===== config.mk =====
export PLATFORM = sky130hd
export DESIGN_NAME = fc_feed_ctrl
export DESIGN_NICKNAME = d
export VERILOG_FILES = /design/src/rtl/fc_pkg.sv /design/src/rtl/fc_feed_ctrl.sv
export SDC_FILE = /design/constraint.sdc
export NUM_CORES = 1
export LEC_CHECK = 0
export CORE_ASPECT_RATIO = 0.7
export CORE_MARGIN = 8
export CORE_UTILIZATION = 44
export DETAILED_ROUTE_END_ITERATION = 10
export GPL_ROUTABILITY_DRIVEN = 1
export PLACE_DENSITY = 0.75
export REMOVE_ABC_BUFFERS = 1
export SYNTH_ARGS = -nofsm -noshare
export SYNTH_HDL_FRONTEND = slang
export SYNTH_SLANG_ARGS = --single-unit
export TNS_END_PERCENT = 50

===== constraint.sdc =====
create_clock -name clk -period 2.1 [get_ports clk]
set_input_delay 0.42 -clock clk [delete_from_list [all_inputs] [get_ports clk]]
set_output_delay 0.42 -clock clk [all_outputs]
set_load 0.02 [all_outputs]

===== src/rtl/fc_pkg.sv =====
// fc_pkg: shared state type and default sizes for the FC feeder
package fc_pkg;
  typedef enum logic [1:0] {IDLE, FETCH, DRAIN, DONE} fc_feed_state_t;
  localparam int FC_DATA_W   = 16;
  localparam int FC_N_IN     = 25088;
  localparam int FC_ADDR_W   = 15;
  localparam int FC_PIPE_LAT = 8;
endpackage


===== src/rtl/fc_feed_ctrl.sv =====
// fc_feed_ctrl: streams one feature vector from the buffer into the FC pipeline and waits for all returns
module fc_feed_ctrl
  import fc_pkg::*;
#(
  parameter int DATA_W = FC_DATA_W,
  parameter int N_IN   = FC_N_IN,
  parameter int ADDR_W = FC_ADDR_W
) (
  input  logic              clk,
  input  logic              rst,
  input  logic              start,
  input  logic              hold,
  output logic              rd_en,
  output logic [ADDR_W-1:0] rd_addr,
  input  logic [DATA_W-1:0] rd_data,
  output logic              valid_in_FC,
  output logic [DATA_W-1:0] fc_data,
  output logic              fc_last,
  input  logic              fc_valid_out,
  output logic              busy,
  output logic              done,
  output logic              err
);
  localparam logic [ADDR_W-1:0] LAST_ADDR = ADDR_W'(N_IN - 1);
  localparam logic [ADDR_W:0]   N_RET     = (ADDR_W + 1)'(N_IN);
  fc_feed_state_t    r_state;
  fc_feed_state_t    w_state_nxt;
  logic [ADDR_W-1:0] r_issue;
  logic [ADDR_W:0]   r_ret;
  logic [ADDR_W:0]   w_ret_nxt;
  logic              r_v1;
  logic              r_l1;
  logic              w_start_go;
  logic              w_last_issue;
  logic              w_count;
  assign w_start_go   = (r_state == IDLE) && start;
  assign rd_en        = (r_state == FETCH) && !hold;
  assign rd_addr      = r_issue;
  assign w_last_issue = rd_en && (r_issue == LAST_ADDR);
  assign w_count      = fc_valid_out && ((r_state == FETCH) || (r_state == DRAIN));
  // DRAIN ends on the cycle the final return arrives, so the look-ahead count is used
  assign w_ret_nxt    = r_ret + (ADDR_W + 1)'(w_count);
  assign w_state_nxt  = (r_state == IDLE)  ? (start ? FETCH : IDLE) :
                        (r_state == FETCH) ? (w_last_issue ? DRAIN : FETCH) :
                        (r_state == DRAIN) ? ((w_ret_nxt == N_RET) ? DONE : DRAIN) : IDLE;
  assign busy         = (r_state != IDLE);
  assign done         = (r_state == DONE);
  // control: state, issue address (cleared after the last read) and return count
  always_ff @(posedge clk) begin
    if (!rst) begin
      r_state <= IDLE;
      r_issue <= '0;
      r_ret   <= '0;
      err     <= 1'b0;
    end else begin
      r_state <= w_state_nxt;
      r_issue <= (w_start_go || w_last_issue) ? '0 : rd_en ? r_issue + ADDR_W'(1) : r_issue;
      r_ret   <= w_start_go ? '0 : w_ret_nxt;
      err     <= err || (fc_valid_out && ((r_state == IDLE) || (r_state == DONE)));
    end
  end
  // data path: strobe/last follow the RAM latency, data is registered off the RAM output
  always_ff @(posedge clk) begin
    if (!rst) begin
      r_v1        <= 1'b0;
      r_l1        <= 1'b0;
      valid_in_FC <= 1'b0;
      fc_last     <= 1'b0;
      fc_data     <= '0;
    end else begin
      r_v1        <= rd_en;
      r_l1        <= w_last_issue;
      valid_in_FC <= r_v1;
      fc_last     <= r_l1;
      fc_data     <= r_v1 ? rd_data : '0;
    end
  end
endmodule

==> metrics.md, run 1 <==
| Metric | Value |
|---|---|
| Max Fclk | around 0.46 GHz |
| Cell-internal power | 1460 uW |
| All-Layer GR Usage | between 10% and 20% |
| Routed wire per std cell | between 10 and 15 um |
| Warnings from Yosys | 0 |
| Worst EP arrival | between 2000 and 2500 ps |
| Leak | 0.00133 uW |
| Yosys top cell area share | 45.5% |
| # hold bufs at CTS | 0 |
| CP delay by family, top | simple AND/OR/NAND/NOR gates |
| Layout cell share with drive strength beyond 1 | between 15 and 20% |
| TritonCTS Sinks | 54 |
| DRT Wirelength | 6070 um |
| Fin crit share | 105% |
| CTS buffer count | 5 |
| Sequential cell area fraction in the yosys report | a little under half |
| Clock network power share | a little under two fifths |
| Crit Path Max Fanout | 3 |
| CP Cell Sequence | inv_2, ha_4, and2_4, ha_4, buf_6, nand4_1, nor4_4, xnor2_2, o211ai_2, o31ai_2 |
| Via count | around 2000 |
| Syn Area/Cell | 9.38 um2 |
| Sw Ratio | between 20% and 30% |
| # H-tree levels | 2 |
| Psw | 405 uW |
| DRT Pass-1 Iters | 4 |
| Syn Inst Count | roughly 250 |
| Antenna cells | 0 |
| Die height | 77.5 um |
| PD cells | roughly 540 mW/mm2 |
| RSZ-0062 raised after global routing | yes |
| Seq cells post-synth | 54 |
| Final Power | approximately 1900 uW |
| Port bufs | between 50 and 60 |
| Crit path buf inv count | 2 |
| Initial drt markers | about 130 |
| Least-Margin Pin Slew | between 400 and 500 ps |
| Outcome | complete, but fails checks |
| Global-route wire length before repair | about 9800 um |
| Pin count of the biggest net entering global routing | 26 |
| Flop pwr share | 55.7% |
| Die W | 104 um |
| Setup crit start kind | flip-flop |
| Final hold violations | 0 |
| DRC | 0 |
| Antenna-violating nets left | 0 |
| Worst Setup End Kind | flip-flop |
| EDFF count, synth | 0 |
| Worst Path Required | 2320 ps |
| Design area | roughly 0.0034 mm2 |
| Top_reg_cell synth | dfxtp_1 |
| WHS | around 450 ps |
| Core area | 0.00523 mm2 |
| Max stage delay on crit path | 360 ps |
| Fin Clk Skew | around 6.6 ps |
| Slew Limit Fails | 0 |
| Initial Util | 45.4% |
| Vias in the first global route | 1937 |
| GR Overflow Total | 0 |
| Placer Congestion | 0.850 |
| Synth top area cells | dfxtp_1 (46%), xnor2_1 (5.5%), and3_1 (5.3%) |
| Clock Latency Late Sink | roughly 300 ps |
| Synthesis-to-finish area growth | 44.6% |
| Io pins | 58 |
| CTS tree | built |
| Worst setup margin | -96.1 ps |
| Ys async rst share | 0% |
| Synth cell types | 46 |
| Synthesized area | between 0.002 and 0.0025 mm2 |
| Dpl hpwl | around 4300 um |
| FP Rows | 22 |
| Clk slew on worst S/H paths | about 100 ps |
| FILL cells | ~420 |
| CP Class | reg -> reg |
| Cell Area, Placed | between 0.003 and 0.004 mm2 |
| Failing checks | setup timing |
| Full die area | 0.00804 mm2 |
| Core Util, Final | between 60% and 70% |
| Slew margin rel. | 72.7% |
| Clock Root Buffer | clkbuf_8 |
| Comb power frac | approximately 7.3% |
| Vias per inst | about 5 |
| Worst-case clock buffer depth | 2 |
| Final setup viols | 2 |
| Worst path slowest cell | dfxtp_2 |
| Max_cap viols | 0 |
| Hold Crit Class | reg -> reg |
| Nets@finish | 366 |
| Tmin final | 2200 ps |
| Antenna violations before repair | 0 |
| Top cell type by total area after synthesis | dfxtp_1 |
| Max IR drop VDD | between 0.4 and 0.5 mV |
| Most frequent CP cell | ha_4 |
cell usage in the layout, fill, tap and decap left out, drive strengths merged, types with 5 or more instances in the layout:
master / Yosys / layout
clkdlybuf4s50: 0 / 56
dfxtp: 54 / 54
nor2: 33 / 33
buf: 4 / 28
and3: 21 / 21
nand2: 21 / 21
nand3: 16 / 16
xnor2: 15 / 15
xor2: 12 / 12
nand4: 8 / 8
ha: 8 / 8
a21oi: 6 / 6
and2: 6 / 6
nor3: 6 / 6
clkbuf: 4 / 5
inv: 5 / 5
kinds of logic after synthesis:
family          count (synthesis)  synth area share, %
fa+ha+maj                       8                 4.22
flops                          54                 45.5
compound gates                 17                 5.06
simple gates                  132                 31.8
xor+xnor                       27                 9.96
mux                             2                 1.05
buf+inv                        13                 2.37
Yosys cell counts, drive strengths merged (2+ instances only):
cell type   n
a21oi       6
and2        6
and3       21
and4bb      2
buf         4
clkbuf      4
dfxtp      54
ha          8
inv         5
nand2      21
nand2b      4
nand3      16
nand4       8
nand4b      3
nor2       33
nor2b       2
nor3        6
nor4        4
o21ai       4
o31ai       2
or3         2
xnor2      15
xor2       12
sequential cells by signal (all words and copies together), names as in the netlist:
signal       count
err              1
fc_data         16
fc_last          1
r_l1             1
r_ret           16
r_state          2
r_v1             1
rd_addr         15
valid_in_FC      1
per-layer routing:
layer  GRT usage, %  vias to the layer above  wire, um
met5              0                        -         0
met4           3.45                        0        49
met3           4.37                        5       466
met2           20.8                       68      2460
met1           20.7                      931      3100
li1               -                     1040         -
metrics by stage:
stage                     std cells  setup TNS [ps]  setup WS, ps
after global placement          397           -1810          -308
after floorplan                 245            -110          -110
after CTS                       405           -81.6         -81.6
after global routing            409            -401          -195
after detailed placement        397           -2120          -350
final                           409            -116         -96.1
final cells by class:
cell class,count,area (um2),share of cell area (%)
Inverter,5,18.8,0.547
Clock inverter,2,38.8,1.13
Multi-Input combinational cell,186,1340,38.9
Sequential cell,54,1080,31.6
Tap cell,72,90.1,2.62
Timing Repair Buffer,85,796,23.2
Clock buffer,5,68.8,2.01
power groups by stage:
| stage | clock network [uW] | registers [uW] | logic (uW) |
|---|---|---|---|
| 4_1_cts | 706 | 1040 | 131 |
| 3_3_place_gp | 0 | 1060 | 125 |
| 2_1_floorplan | 0 | 1070 | 31.8 |
| 6_report | 691 | 1040 | 136 |
| 5_1_grt | 754 | 1040 | 146 |
| 3_5_place_dp | 0 | 1060 | 128 |
worst register-to-register path, delay by kind of cell (launching register included):
family                     cells  cell delay (ps)
DFF                            1              360
buffers and inverters          2              150
and+or+nand+nor                3              650
xor gates and xnor gates       1              190
adders and majority gates      2              420
AOI/OAI and AO/OA              2              360
worst paths after layout:
kind              depth (start not counted)  slack [ps]       start    endpoint
setup / recovery                         10        -100  r_state[0]  r_state[0]
hold / removal                            1         450        r_l1     fc_last
setup reg to reg                         10        -100  r_state[0]  r_state[0]
hold reg to reg                           1         450        r_l1     fc_last
timing repair:
item                       in CTS  in global routing
hold endpoints to repair        0                  0
setup endpoints to repair      12                 12
pin swaps                       2                 10
setup buffers                   1                  5
resized for setup               9                 14
(Power assumes the default switching activity.)
==> run 2: changes to the inputs <==
Settings changed: CTS_CLUSTER_DIAMETER from default to 50.
==> results of run 2 <==
Final layout, timing and power as in run 1 (identical DEF).
==> run 3: changes to the inputs <==
Settings changed: SKIP_CTS_REPAIR_TIMING from default to 1.
==> run 3 against run 2 <==
Final cell count down 0.49%. Power fell by 0.27%. Final area down 0.11%. Sequential power about the same. Count of clock-buffer cells in the layout did not move. The flow still finishes with violations (setup timing). Via count decreased by 0.64%. Highest routed layer unchanged. Sequential cell count unchanged. Critical path depth is the same. Non-clock buffer count shrank 2. Critical endpoint unchanged. Combinational power is essentially flat.
==> metrics.md, run 3 (synthesized netlist as in run 1, its figures left out) <==
| Metric | Value |
|---|---|
| Outcome | complete, but fails checks |
| Failing checks | setup timing |
| FP Rows | 22 |
| Most frequent CP cell | ha_4 |
| Layout cell share with drive strength beyond 1 | 19.4% |
| CTS buffer count | 5 |
| Layout Cells excl Fill | between 400 and 500 |
| DRT Wirelength | roughly 6000 um |
| Crit path from | r_state[1] |
| DRC | 0 |
| Setup crit start kind | flip-flop |
| Full die area | roughly 0.008 mm2 |
| Most common cell after layout, fill and taps aside | clkdlybuf4s50_1 |
| Fin crit share | 103% |
| RSZ-0062 raised after global routing | yes |
| Leading cell types in the layout, fill and taps excluded | clkdlybuf4s50_1 (56), dfxtp_1 (52), nor2_1 (33) |
| Final setup viols | 1 |
| Crit Path Max Fanout | 3 |
| CTS tree | built |
| Fin Clk Skew | roughly 7.5 ps |
| Via count | 2031 |
| Least-Margin Pin Slew | 407 ps |
| Hold Crit Class | reg -> reg |
| Max Fclk | between 0.4 and 0.5 GHz |
| Die height | slightly below 80 um |
| Initial Util | 45.4% |
| Clk slew on worst S/H paths | ~100 ps |
| Worst Setup End Kind | flip-flop |
| Antenna cells | 0 |
| Slew margin rel. | about 73% |
| Initial drt markers | around 110 |
| TritonCTS Sinks | between 50 and 60 |
| PD cells | around 540 mW/mm2 |
| Routed wire per std cell | 14.6 um |
| Synthesis-to-finish area growth | 44.4% |
| Design area | about 0.0034 mm2 |
| Worst path slowest cell | a2111oi_2 |
| Max stage delay on crit path | ~410 ps |
| Final hold violations | 0 |
| Clock Latency Late Sink | 300 ps |
| Flop-to-flop setup slack | -60 ps |
| Placed Cells | around 400 |
| Antenna violations before repair | 0 |
| Worst-case clock buffer depth | 2 |
| Pin count of the biggest net entering global routing | 26 |
| All-Layer GR Usage | between 10% and 20% |
| Crit path buf inv count | 2 |
| Nets@finish | around 360 |
| Worst EP arrival | 2380 ps |
| Placer Congestion | between 0.8 and 0.9 |
| Worst Path Required | 2320 ps |
| Worst r2r src | r_state[1] |
| Hold Crit Start | r_l1 |
| Io pins | 58 |
| Clock Root Buffer | clkbuf_8 |
| Die W | a little over 100 um |
| Dpl hpwl | 4310 um |
| Setup_tns | -58.4 ps |
| Vias per inst | roughly 5 |
| Slew Limit Fails | 0 |
| CP Class | reg -> reg |
| Max IR drop VDD | between 0.4 and 0.5 mV |
| Core area | ~0.0052 mm2 |
| Vias in the first global route | 1887 |
| GR Overflow Total | 0 |
| Tmin final | 2160 ps |
| FILL cells | 419 |
| WHS | roughly 450 ps |
| Worst setup margin | -58.4 ps |
| Port bufs | 57 |
| DRT Pass-1 Iters | 4 |
| CP delay by family, top | compound AO/OA/AOI/OAI gates |
| Cell Area, Placed | 0.00318 mm2 |
| Global-route wire length before repair | around 9500 um |
| CP Cell Sequence | inv_2, ha_4, and2_4, buf_4, ha_4, nand2_2, nand4b_1, a2111oi_2, o22ai_1, o31ai_2 |
| Antenna-violating nets left | 0 |
| Max_cap viols | 0 |
| DP Worst Slack | -350 ps |
| Leak | 0.00131 uW |
| # H-tree levels | 2 |
## run 3: cell types whose count changed in the layout (fill, tap and decap cells not counted)
| cell | previous run | this run |
|---|---|---|
| xor2_1 | 12 | 11 |
| dlygate4sd2_1 | 1 | 0 |
| nor2_1 | 32 | 33 |
| dlymetal6s2s_1 | 0 | 1 |
| nand2_4 | 1 | 0 |
| nand3_2 | 2 | 1 |
| nor2_2 | 1 | 0 |
| xor2_2 | 0 | 1 |
| buf_4 | 26 | 24 |
| nand3_4 | 1 | 2 |
| nand2_2 | 2 | 3 |
## run 3: worst paths after layout
path | endpoint | cells past startpoint
max | r_state[0] | 10
min | fc_last | 1
max reg2reg | r_state[0] | 10
min reg2reg | fc_last | 1
## run 3: cell type report
cell class                 instances  area (um2)  area share, %
inverter                           5        18.8          0.547
timing repair buffer              83         785           22.9
sequential                        54        1080           31.6
clock buffer                       5        68.8           2.01
clock inverter                     2        38.8           1.13
tap                               72        90.1           2.63
multi-input combinational        186        1340           39.2
## run 3: metal layers
| layer | routed length [um] | GRT usage (%) | up-vias |
|---|---|---|---|
| met2 | 2450 | 19.3 | 66 |
| met4 | 51 | 3.45 | 0 |
| met1 | 2920 | 20.4 | 929 |
| met5 | 0 | 0 | - |
| met3 | 499 | 4.37 | 4 |
| li1 | - | - | 1032 |
## run 3: metrics by stage
stage                     utilization, %  power [uW]
after floorplan                        -        1100
after global placement              60.8        1190
after detailed placement            60.8        1190
after CTS                           62.9        1870
after global routing                65.6        1940
final                               65.6        1860
## run 3: where the power goes
group	switching [uW]	leakage [uW]	internal, uW
Clock	338	0.0000542	351
Sequential	6.21	0.000437	1030
Combinational	57.3	0.000821	75.6
Total	402	0.00131	1460
